[src/rtl/stg_mem.sv]
// Memory pipeline stage: passes non-memory ops through in one cycle and runs loads/stores through a request/ack handshake.
// Optional feature: define MEM_TIMEOUT_EN to abort requests left unacknowledged for 16 cycles.
`ifndef SIZE_ADDR
`define SIZE_ADDR 24
`endif
`ifndef SIZE_DATA
`define SIZE_DATA 24
`endif
`ifndef SIZE_OPC
`define SIZE_OPC 8
`endif
`ifndef SIZE_TGT_GP
`define SIZE_TGT_GP 4
`endif
`ifndef SIZE_TGT_SR
`define SIZE_TGT_SR 2
`endif
`ifndef OPC_RU_LDu
`define OPC_RU_ADDu 8'h01
`define OPC_RU_LDu  8'h10
`define OPC_RU_STu  8'h11
`define OPC_IU_STiu 8'h12
`define OPC_IS_STis 8'h13
`endif

module stg_mem (
    input  logic                    iw_clk,
    input  logic                    iw_rst,
    input  logic [`SIZE_ADDR-1:0]   iw_pc,
    output logic [`SIZE_ADDR-1:0]   ow_pc,
    input  logic [`SIZE_DATA-1:0]   iw_instr,
    output logic [`SIZE_DATA-1:0]   ow_instr,
    input  logic [`SIZE_OPC-1:0]    iw_opc,
    output logic [`SIZE_OPC-1:0]    ow_opc,
    input  logic [`SIZE_TGT_GP-1:0] iw_tgt_gp,
    input  logic                    iw_tgt_gp_we,
    output logic [`SIZE_TGT_GP-1:0] ow_tgt_gp,
    output logic                    ow_tgt_gp_we,
    input  logic [`SIZE_TGT_SR-1:0] iw_tgt_sr,
    input  logic                    iw_tgt_sr_we,
    output logic [`SIZE_TGT_SR-1:0] ow_tgt_sr,
    output logic                    ow_tgt_sr_we,
    input  logic [`SIZE_ADDR-1:0]   iw_addr,
    input  logic [`SIZE_DATA-1:0]   iw_result,
    output logic [`SIZE_DATA-1:0]   ow_result,
    output logic                    or_mem_req,
    output logic [`SIZE_ADDR-1:0]   ow_mem_addr,
    output logic                    ow_mem_we,
    output logic [`SIZE_DATA-1:0]   ow_mem_wdata,
    input  logic                    iw_mem_ack,
    input  logic [`SIZE_DATA-1:0]   iw_mem_rdata,
    output logic                    ow_stall,
    input  logic                    iw_stall,
    output logic                    or_mem_err
);

    typedef enum logic {IDLE, REQ} state_t;

    state_t                 state_q, state_d;
    logic                   is_mem, is_store;
    logic                   issue, ack_ev, to_ev, fin, cmpl, buffer;
    logic                   pend_q, pend_err_q, cmpl_err;
    logic [`SIZE_DATA-1:0]  buf_q, cmpl_result;

    assign is_store = (iw_opc == `OPC_RU_STu) || (iw_opc == `OPC_IU_STiu) || (iw_opc == `OPC_IS_STis);
    assign is_mem   = is_store || (iw_opc == `OPC_RU_LDu);

    assign issue  = (state_q == IDLE) && is_mem && !iw_stall;
    assign ack_ev = (state_q == REQ) && !pend_q && iw_mem_ack;
    assign fin    = (state_q == REQ) && (ack_ev || to_ev || pend_q);
    assign cmpl   = fin && !iw_stall;
    assign buffer = (ack_ev || to_ev) && iw_stall;

`ifdef MEM_TIMEOUT_EN
    logic [3:0] cnt_q;
    assign to_ev = (state_q == REQ) && !pend_q && !iw_mem_ack && (cnt_q == 4'd15);

    always_ff @(posedge iw_clk or posedge iw_rst) begin
        if (iw_rst) begin
            cnt_q      <= '0;
            or_mem_err <= 1'b0;
        end else begin
            if (issue)
                cnt_q <= '0;
            else if ((state_q == REQ) && !fin)
                cnt_q <= cnt_q + 4'd1;
            if (to_ev)
                or_mem_err <= 1'b1;
        end
    end
`else
    assign to_ev      = 1'b0;
    assign or_mem_err = 1'b0;
`endif

    // A buffered completion also releases upstream, otherwise a held memory op would be re-issued.
    assign ow_stall = issue || ((state_q == REQ) && !fin);

    always_comb begin
        state_d = state_q;
        if (issue)
            state_d = REQ;
        else if (cmpl)
            state_d = IDLE;
    end

    always_comb begin
        cmpl_err    = pend_q ? pend_err_q : to_ev;
        cmpl_result = '0;
        if (!cmpl_err)
            cmpl_result = ow_mem_we ? ow_mem_wdata : (pend_q ? buf_q : iw_mem_rdata);
    end

    always_ff @(posedge iw_clk or posedge iw_rst) begin
        if (iw_rst)
            state_q <= IDLE;
        else
            state_q <= state_d;
    end

    always_ff @(posedge iw_clk or posedge iw_rst) begin
        if (iw_rst) begin
            or_mem_req   <= 1'b0;
            ow_mem_addr  <= '0;
            ow_mem_we    <= 1'b0;
            ow_mem_wdata <= '0;
            pend_q       <= 1'b0;
            pend_err_q   <= 1'b0;
            buf_q        <= '0;
        end else begin
            if (issue) begin
                or_mem_req   <= 1'b1;
                ow_mem_addr  <= iw_addr;
                ow_mem_we    <= is_store;
                ow_mem_wdata <= iw_result;
            end
            if (ack_ev || to_ev)
                or_mem_req <= 1'b0;
            if (buffer) begin
                pend_q     <= 1'b1;
                pend_err_q <= to_ev;
                buf_q      <= iw_mem_rdata;
            end
            if (cmpl) begin
                pend_q     <= 1'b0;
                pend_err_q <= 1'b0;
            end
        end
    end

    always_ff @(posedge iw_clk or posedge iw_rst) begin
        if (iw_rst) begin
            ow_pc        <= '0;
            ow_instr     <= '0;
            ow_opc       <= '0;
            ow_tgt_gp    <= '0;
            ow_tgt_gp_we <= 1'b0;
            ow_tgt_sr    <= '0;
            ow_tgt_sr_we <= 1'b0;
            ow_result    <= '0;
        end else if (!iw_stall) begin
            if (((state_q == IDLE) && !is_mem) || cmpl) begin
                ow_pc        <= iw_pc;
                ow_instr     <= iw_instr;
                ow_opc       <= iw_opc;
                ow_tgt_gp    <= iw_tgt_gp;
                ow_tgt_gp_we <= iw_tgt_gp_we && !(cmpl && cmpl_err);
                ow_tgt_sr    <= iw_tgt_sr;
                ow_tgt_sr_we <= iw_tgt_sr_we;
                ow_result    <= cmpl ? cmpl_result : iw_result;
            end else begin
                ow_opc       <= '0;
                ow_tgt_gp_we <= 1'b0;
                ow_tgt_sr_we <= 1'b0;
            end
        end
    end

endmodule

[config.mk]
export PLATFORM = sky130hd
export DESIGN_NAME = stg_mem
export DESIGN_NICKNAME = d
export VERILOG_FILES = /design/src/rtl/stg_mem.sv
export SDC_FILE = /design/constraint.sdc
export NUM_CORES = 1
export LEC_CHECK = 0
export CORE_MARGIN = 4
export CORE_UTILIZATION = 47
export DETAILED_ROUTE_END_ITERATION = 6
export PLACE_DENSITY_LB_ADDON = 0.05
export RECOVER_POWER = 50
export SKIP_CTS_REPAIR_TIMING = 1
export SYNTH_ARGS = -nofsm -noshare
export SYNTH_HDL_FRONTEND = slang
export SYNTH_SLANG_ARGS = --single-unit
[constraint.sdc]
create_clock -name iw_clk -period 10.9 [get_ports iw_clk]
set_input_delay 1.635 -clock iw_clk [delete_from_list [all_inputs] [get_ports iw_clk]]
set_output_delay 1.635 -clock iw_clk [all_outputs]
set_load 0.05 [all_outputs]
* Word-level counts from Yosys, hierarchy flattened
Index checks and enable logic that the tools add are counted.
Operators by class: mux-type cells 16, bitwise operators 2, equal/unequal tests 4, reductions and logical operators 26
Operators by type and width (number):
- 24-bit two-way mux | 4
- 8-bit by 5-bit == test with 1-bit output, second input constant | 4
- 1-bit logical AND | 11
- 1-bit two-way mux | 11
- 8-bit two-way mux | 1
- 1-bit logical OR | 6
- 2-bit nonzero test | 3
- 1-bit logical NOT | 5
- 1-bit inverter | 2
- 2-bit AND reduction | 1
Storage, ports and cells: input port bits 140, logic and storage cells 64, flip-flop bits (word level) 165

* Depth between registers and ports, before layout
Gate-level depths: netlist of the first run.
depth after elaboration 10, mapped depth 6, gate-level depth less buffers 4

* Least setup slack after synthesis of the first run
OpenSTA, ideal clock, no wires.
path type input-to-output, start input port iw_opc[3], end output port ow_stall, path slack 6.302 ns, data required time 9.265 ns, path buffers 1, cell stages on the path 4, data arrival time 2.963 ns, path through nor4b_4 > nand3_1 > clkbuf_1 > o21ai_0
On the way: cells in the longest elaborated chain, start to end 7, elaborated cells on any way between the ends 10, those cells by class eq/ne: 4; reduce/logical: 6
Ends and longest elaborated chain:
- from (decl) | RTL line 33 | input logic [`SIZE_OPC-1:0] iw_opc,
- 8-bit by 5-bit == test with 1-bit output (no line)
- 1-bit logical OR (2 in a row) | RTL line 65 | assign is_store = (iw_opc == `OPC_RU_STu) || (iw_opc == `OPC_IU_STiu) || (iw_opc == `OPC_IS_STis);
- 1-bit logical OR (*) | RTL line 66 | assign is_mem = is_store || (iw_opc == `OPC_RU_LDu);
- 1-bit logical AND (*) (2 in a row) | RTL line 68 | assign issue = (state_q == IDLE) && is_mem && !iw_stall;
- 1-bit logical OR (*) | RTL line 97 | assign ow_stall = issue || ((state_q == REQ) && !fin);
- to (decl) | RTL line 52 | output logic ow_stall,
Mark *: on every way between the ends. The rest lies on a longest branch, timed or not.

==> results of run 1 <==
## path summary, 6_finish.rpt
| check | start | slack [ns] | endpoint |
|---|---|---|---|
| worst max-delay path | iw_rst | 5.48 | ow_mem_we |
| worst min-delay path | ow_mem_addr[9] | 0.50 | ow_mem_addr[9] |
| worst max register to register | state_q | 8.06 | ow_pc[20] |
| worst min register to register | ow_mem_addr[9] | 0.50 | ow_mem_addr[9] |
| max in group iw_clk | iw_stall | 5.62 | ow_stall |
| min in group asynchronous | iw_rst | 3.09 | ow_instr[18] |
## cells by family (layout without fill, tap and decap cells)
group	after synthesis	in the layout	share of synthesized area [%]
flops	164	164	57.7
mux	126	126	22.7
simple gates	109	109	7.98
compound gates	66	66	7.42
buf+inv	63	343	4.17
other cells	1	1	0.0527
## Yosys cell counts (all sizes together) (4+ instances only)
cell / count / area [um^2]
dfrtp: 164 / 4100
mux2: 126 / 1610
a211o: 25 / 219
buf: 18 / 128
nor2: 4 / 15.0
a211oi: 24 / 180
o21ai: 4 / 20.0
nand3: 49 / 245
nor2b: 25 / 156
clkbuf: 18 / 67.6
a22o: 10 / 87.6
nand2: 28 / 113
inv: 27 / 101
## flip-flops by register name (all words and copies together) (netlist names)
signal	cells
ow_result	24
ow_mem_we	1
ow_pc	24
pend_q	1
ow_mem_wdata	24
or_mem_req	1
ow_tgt_sr_we	1
ow_opc	8
ow_tgt_gp_we	1
ow_mem_addr	24
ow_tgt_sr	2
ow_instr	24
state_q	1
buf_q	24
ow_tgt_gp	4
## cells in the final DEF, fill, tap and decap left out, types with 9 or more instances in the layout
cell type        instances
dlygate4sd3_1          103
mux2_4                  52
clkbuf_16               17
a211oi_1                24
dfrtp_1                162
nand2_1                 27
clkbuf_1                 9
a22o_1                  10
clkdlybuf4s50_1        175
mux2_2                  74
inv_1                   26
nand3_1                 48
nor2b_1                 25
a211o_1                 25
## layer usage
metal / track usage [%] / vias to the layer above
li1: - / 2391
met1: 26.7 / 2554
met2: 35.9 / 194
met3: 6.83 / 28
met4: 8.35 / 0
met5: 0 / -
## metrics by stage
step / instances / total power [mW] / setup slack [ns] / utilization (%) / hold WS [ns]
5_1_grt: 993 / 2.78 / 4.57 / 71.9 / 0.514
3_3_place_gp: 961 / 2.11 / 5.69 / 68.1 / 0.485
3_5_place_dp: 961 / 2.13 / 5.66 / 68.1 / 0.494
6_report: 993 / 2.66 / 5.48 / 71.9 / 0.498
2_1_floorplan: 529 / 1.71 / 4.83 / - / 0.480
4_1_cts: 993 / 2.72 / 5.66 / 71.9 / 0.508
## layout make-up
class / instances / area [um^2]
fillers: 1017 / 4140
clock buffers: 28 / 497
multi-input cells: 302 / 2730
inverters: 27 / 103
flip-flops and latches: 164 / 4110
clock inverters: 4 / 70.1
repair buffers: 284 / 2820
well taps: 184 / 230
## power groups by stage
stage	logic, mW	clock network (mW)	registers (mW)
finish	1.17	0.585	0.908
global route	1.23	0.618	0.933
CTS	1.21	0.594	0.913
detailed placement	1.21	0	0.918
global placement	1.20	0	0.910
floorplan	0.365	0	1.35
==> impl.org, run 1 <==
** CTS
- CTS clock-pin slew for the worst setup and hold paths :: 0.06 ns
- The later pin in the worst-skew pair is clocked with a latency of 0.41 ns.
- Counting the buffers created by CTS gives 17.
- Number of clock sinks :: 164
- Clock Tree Root :: clkbuf_16
- CTS H-Tree Depth :: 4
- CTS tree :: done
- Bufs on Longest Clock Path :: 2

** Run
- Reported max-cap violation count :: 1

** Floorplanning
- The initial utilization of the core area, before any placement, comes to 48.4%.
- Width of the die :: 131 um
- The die covers 17200 um^2.
- Cell row count :: 44
- Total core area :: 14700 um^2
- Vertical die dimension :: 131 um
- I/O pin cnt :: 280

** Power and ir drop
- Net switching power of the design :: 1.07 mW
- For this design the ratio of total power to cell area is 252 nW/um^2.
- Maximum ir drop on the vdd rail :: 131 uV
- In this run, flip-flops and latches consume 34.1% of the power.
- The clock network burns 22.0% of the power.
- For this design the static power due to leakage is 4.79 nW.
- Switching part of the total power :: 40.3%
- The internal portion of the total power is 1.59 mW.
- Combinational logic burns 43.9% of the power.

** Route
- Wl on met1 :: 7.65 mm
- Total number of vias :: 5167
- In this run the remaining antenna-violating nets after routing total 0.
- Routed length per instance :: 19.0 um
- Count of TritonRoute iterations in the first routing pass :: 4
- Detailed route wirelength on metal2 :: 9.30 mm
- In the routed layout, each cell is associated on average with a via count of 5.20.
- Wire segments on met3 add up to 1.42 mm in the final route.
- Uppermost layer routed :: met4
- After the first detailed-routing iteration, the DRC count stood at 227.
- Wire length reported by the detailed router :: 18.8 mm
- Number of remaining DRC errors :: 0

** Setup path
- Critical Path Sink Type :: async pin
- The slowest stage of the critical path is the clkinvlp_2 cell.
- Among cell families on the critical path, the largest total delay comes from buffers and inverters.
- Critical path buffers and inverters :: 2
- R2r worst-path depth :: 3
- The critical path is of the in -> async type.
- Worst endpoint required time :: 10.32 ns
- Arrival time of the worst setup path :: 4.83 ns
- Crit path max fanout :: 108
- Worst path max stage delay :: 2.59 ns
- The signal on the critical path passes through dlygate4sd3_1 > clkinvlp_2.
- Crit path launch type :: primary input
- Number of cells on the critical path :: 2

** Global routing
- Aggregate global routing overflow :: 0
- The initial antenna violation count came to 0.
- The number of global-route vias before repair is 5490.
- Global routing used 21.7% of the available tracks.
- Largest net degree at the start of global routing :: 109
- First-pass GRT wire length :: 28.8 mm

** Logic synthesis
- For this run, the number of Yosys warnings is 0.
- Yosys mapped a number of flops with a built-in enable equal to 0.
- The synthesized netlist contains 26 unique library cells.
- Top_reg_cell synth :: dfrtp_1
- Net Count, Synth :: 669
- Synthesis produced a netlist whose cell count is 529.
- Sequential cells were found to cover 57.7% of the synthesized design area.
- FF+latch count, synth :: 164
- Mapped Area :: 7110 um^2
- Counting flops with an async set or reset pin after synthesis yields a share of 100%.
- Post-synthesis average cell area :: 13.4 um^2

** Hold path
- Along the worst hold path, the cell count comes to 1.
- The path class of the tightest hold or removal check is reg -> reg.

** Timing
- Setup TNS after final layout :: 0 ns
- Of the available clock period, the critical path in the final layout requires 49.7%.
- Setup repair after global routing left no endpoint under its margin.
- Tmin final :: 5.42 ns
- FMAX :: 185 MHz
- Setup violations remaining at the end of the flow were counted as 0.
- Pins Over Slew Limit :: 109
- The count of endpoints failing hold in the final timing report was 0.
- Skew final :: 0.00488 ns
- For the pin with the worst max-slew slack, the measured transition is 4.65 ns.
- Worst-case headroom to the max-slew limit :: -211%

** Place
- Area of placed instances :: 10000 um^2
- Once detailed placement completed, the half-perimeter wirelength came to 13.2 mm.
- GPL Wtd Cong :: 0.782
- Number of I/O port buffers :: 278

** Finish
- Layout Area Growth over Synthesis :: 48.5%
- Fraction of layout cells with a size suffix above 1 :: 20.1%
- For this run, the post-layout net count is 936.
- With fillers left out, the area of the finished cells amounts to 10600 um^2.
- Diodes inserted :: 0

** Status
- Outcome :: finished with violations
- The final reports fail on capacitance limit, slew limit.
(Power assumes the default switching activity.)
==> run 2, diff against run 1 <==
CORE_UTILIZATION = 44   (was 47)
clock period = 5.3 ns   (was 10.9 ns; I/O delays follow)
==> impl.org, run 2 (synthesis gave the netlist of run 1 again) <==
** Status
- Outcome :: finished with violations (unchanged)
- Violations in the final reports :: capacitance limit, slew limit (unchanged)

** Timing
- For the finished layout, the period the worst path requires is 3.73 ns.
- The final worst-path setup slack was 1.57 ns (was 5.48 ns).
- Final clock period utilization by the worst path :: 70.3%
- Worst-case headroom to the max-slew limit :: -42.4% (was -211%)
- The worst hold margin is 0.498 ns (about the same).
- The total count of max-transition violations in the final report is 80 (was 109).
- Skew final :: 0.00616 ns (was 0.00488 ns)
- Static timing analysis puts the maximum clock frequency at 268 MHz.
- Setup repair after global routing missed its margin :: false (unchanged)
- The final setup TNS was 0 ns (unchanged).
- Setup violation total in the final timing report :: 0 (unchanged)
- Slew at the pin with the worst max-slew slack :: 2.14 ns (was 4.65 ns)
- The count of endpoints failing hold in the final timing report came to 0 (unchanged).

** Global routing
- First-pass GRT wire length :: 31.4 mm (was 28.8 mm)
- The largest net degree at the start of global routing came to 89 (was 109).
- Aggregate global routing overflow :: 0 (unchanged)
- Busiest layer in global routing :: met2 (unchanged)
- Met3 GRT Util :: 9.14% (was 6.83%)
- The initial antenna violation count was 0 (unchanged).
- Met1 usage in global routing :: 26.8% (was 26.7%)
- Met2 Usage GRT :: 36.4% (was 35.9%)
- Vias in the first global route :: 5718 (was 5490)
- Total global routing track utilization :: 22.2% (was 21.7%)

** Setup path
- The biggest cell delay along the critical path was 0.89 ns (was 2.59 ns).
- Critical Path Slowest Stage Cell :: clkdlybuf4s50_1 (was clkinvlp_2)
- The arrival time of data at the critical path endpoint is 2.93 ns (was 4.83 ns).
- The required time at the endpoint of the critical path was 4.51 ns (was 10.32 ns).
- Crit path launch type :: primary input (unchanged)
- The critical path capture point type is a primary output (was async pin).
- The maximum fanout along the worst path came to 15 (was 108).
- Type of the setup path with the least slack :: in -> out (was in -> async)
- Worst path cell trace :: dlygate4sd3_1 > nor2_1 > nand3_2 > o21ai_0 > clkdlybuf4s50_1 (was dlygate4sd3_1 > clkinvlp_2)

** Place
- Placement Setup Slack :: 1.61 ns (was 5.66 ns)
- Area of placed instances :: 10100 um^2 (was 10000 um^2)
- GPL Wtd Cong :: 0.756 (was 0.782)
- The total of buffers placed on input and output ports is 278 (unchanged).
- The total placed cells including tap cells is 995 (was 961).
- Hpwl dp :: 14.0 mm (was 13.2 mm)

** CTS
- CTS tree :: done (unchanged)
- CTS clock-pin slew for the worst setup and hold paths :: 0.06 ns (about the same)
- Insertion delay of the later-clocked pin in the worst-skew pair :: 0.42 ns (was 0.41 ns)
- Bufs on Longest Clock Path :: 2 (unchanged)
- CTS H-Tree Depth :: 4 (unchanged)
- Clock buffers created by TritonCTS :: 17 (unchanged)
- The total clock sinks is 164 (unchanged).
- Clock Tree Root :: clkbuf_16 (unchanged)

** Floorplanning
- The horizontal die dimension came to 135 um (was 131 um).
- Cell row count :: 46 (was 44)
- The overall die area is 18300 um^2 (was 17200 um^2).
- Vertical die dimension :: 135 um (was 131 um)
- The area inside the core boundary was 15900 um^2 (was 14700 um^2).
- Starting Density :: 44.8% (was 48.4%)
- The I/O pin count was 280 (unchanged).

** Power and ir drop
- The standby leakage power is 4.75 nW (was 4.79 nW).
- Sum of internal, switching and leakage power :: 5.62 mW (was 2.66 mW)
- The sequential power share was 33.3% (was 34.1%).
- Ratio of total power to cell area :: 527 nW/um^2 (was 252 nW/um^2)
- The clock share of power came to 23.0% (was 22.0%).
- Combinational share of power :: 43.7% (was 43.9%)
- Switching part of the total power :: 40.4% (was 40.3%)
- Net switching power of the design :: 2.27 mW (was 1.07 mW)
- Maximum ir drop on the vdd rail :: 307 uV (was 131 uV)
- The cell-internal power came to 3.35 mW (was 1.59 mW).

** Finish
- The number of standard cells in the layout, taps in and fillers out was 1027 (was 993).
- The layout overhead on the synthesized area is 49.9% (was 48.5%).
- The share of the core filled with cells in the final layout was 67.2% (was 71.9%).
- Most frequent cells in the layout: clkdlybuf4s50_1 (233), dfrtp_1 (162), mux2_2 (74) (was clkdlybuf4s50_1 (175), dfrtp_1 (162), dlygate4sd3_1 (103)).
- The proportion of layout cells with a drive suffix above 1 came to 21.1% (was 20.1%).
- Most common cell after layout, fill and taps aside :: clkdlybuf4s50_1 (unchanged)
- The final instance area came to 10700 um^2 (was 10600 um^2).
- The multi-input gate area in the final layout was 2730 um^2 (unchanged).
- The number of fillers in the final layout is 1224 (was 1017).
- Seq. cell area :: 4110 um^2 (unchanged)
- Post-layout nets :: 938 (was 936)
- Diodes inserted :: 0 (unchanged)

** Hold path
- The path category of the worst min-delay check was reg -> reg (unchanged).

** Run
- Reported max-cap violation count :: 2 (was 1)

** Route
- Routed length per instance :: 19.2 um (was 19.0 um)
- Count of antenna-violating nets left after detailed routing :: 0 (unchanged)
- Number of remaining DRC errors :: 0 (unchanged)
- The iteration count of the initial detailed-routing pass came to 5 (was 4).
- The average vias per placed instance is 5.07 (was 5.20).
- Initial drt markers :: 234 (was 227)
- Wire length reported by the detailed router :: 19.7 mm (was 18.8 mm)
- The total vias in the final route is 5207 (was 5167).
==> run 2: cell types whose count changed in the layout (fill, tap and decap cells not counted) <==
cell / change
clkinv_2: +1
clkbuf_1: -6
clkinv_4: +1
clkinvlp_4: +4
inv_6: +2
bufinv_16: +1
dlygate4sd3_1: -58
clkdlybuf4s50_1: +58
clkinvlp_2: -1
==> run 2: per-layer routing <==
layer / up-vias / part of all wire (%)
met5: - / 0
met4: 0 / 2.3
met3: 28 / 8.3
met2: 199 / 49
met1: 2568 / 40
li1: 2412 / -
==> run 2: final timing paths <==
check | depth (start not counted) | from | end | slack (ns)
max | 5 | iw_stall | ow_stall | 1.57
min reg2reg | 1 | ow_mem_addr[19] | ow_mem_addr[19] | 0.50
min | 1 | ow_mem_addr[19] | ow_mem_addr[19] | 0.50
max in group asynchronous | 3 | iw_rst | ow_tgt_sr_we | 1.79
min in group asynchronous | 2 | iw_rst | ow_mem_addr[12] | 1.02
max reg2reg | 3 | pend_q | buf_q[6] | 2.52
==> run 2: area by class of cell <==
cell class | instances | area share (%)
Inverter | 27 | 0.997
Clock inverter | 12 | 1.43
Tap cell | 216 | 2.53
Multi-Input combinational cell | 302 | 25.6
Sequential cell | 164 | 38.5
Clock buffer | 20 | 4.37
Timing Repair Buffer | 286 | 26.5
==> run 2: power by group through the flow <==
| stage | clock [mW] | combinational, mW | sequential (mW) |
|---|---|---|---|
| floorplan | 0 | 0.750 | 2.77 |
| global placement | 0 | 2.47 | 1.87 |
| detailed placement | 0 | 2.51 | 1.89 |
| CTS | 1.31 | 2.51 | 1.88 |
| global route | 1.38 | 2.57 | 1.93 |
| finish | 1.29 | 2.46 | 1.87 |
==> run 2: worst max-delay path, delay by kind of cell <==
| kind | cells | cell delay [ns] |
|---|---|---|
| AO/OA/AOI/OAI | 1 | 0.12 |
| buffers and inverters | 2 | 1.65 |
| AND/OR/NAND/NOR | 2 | 0.37 |
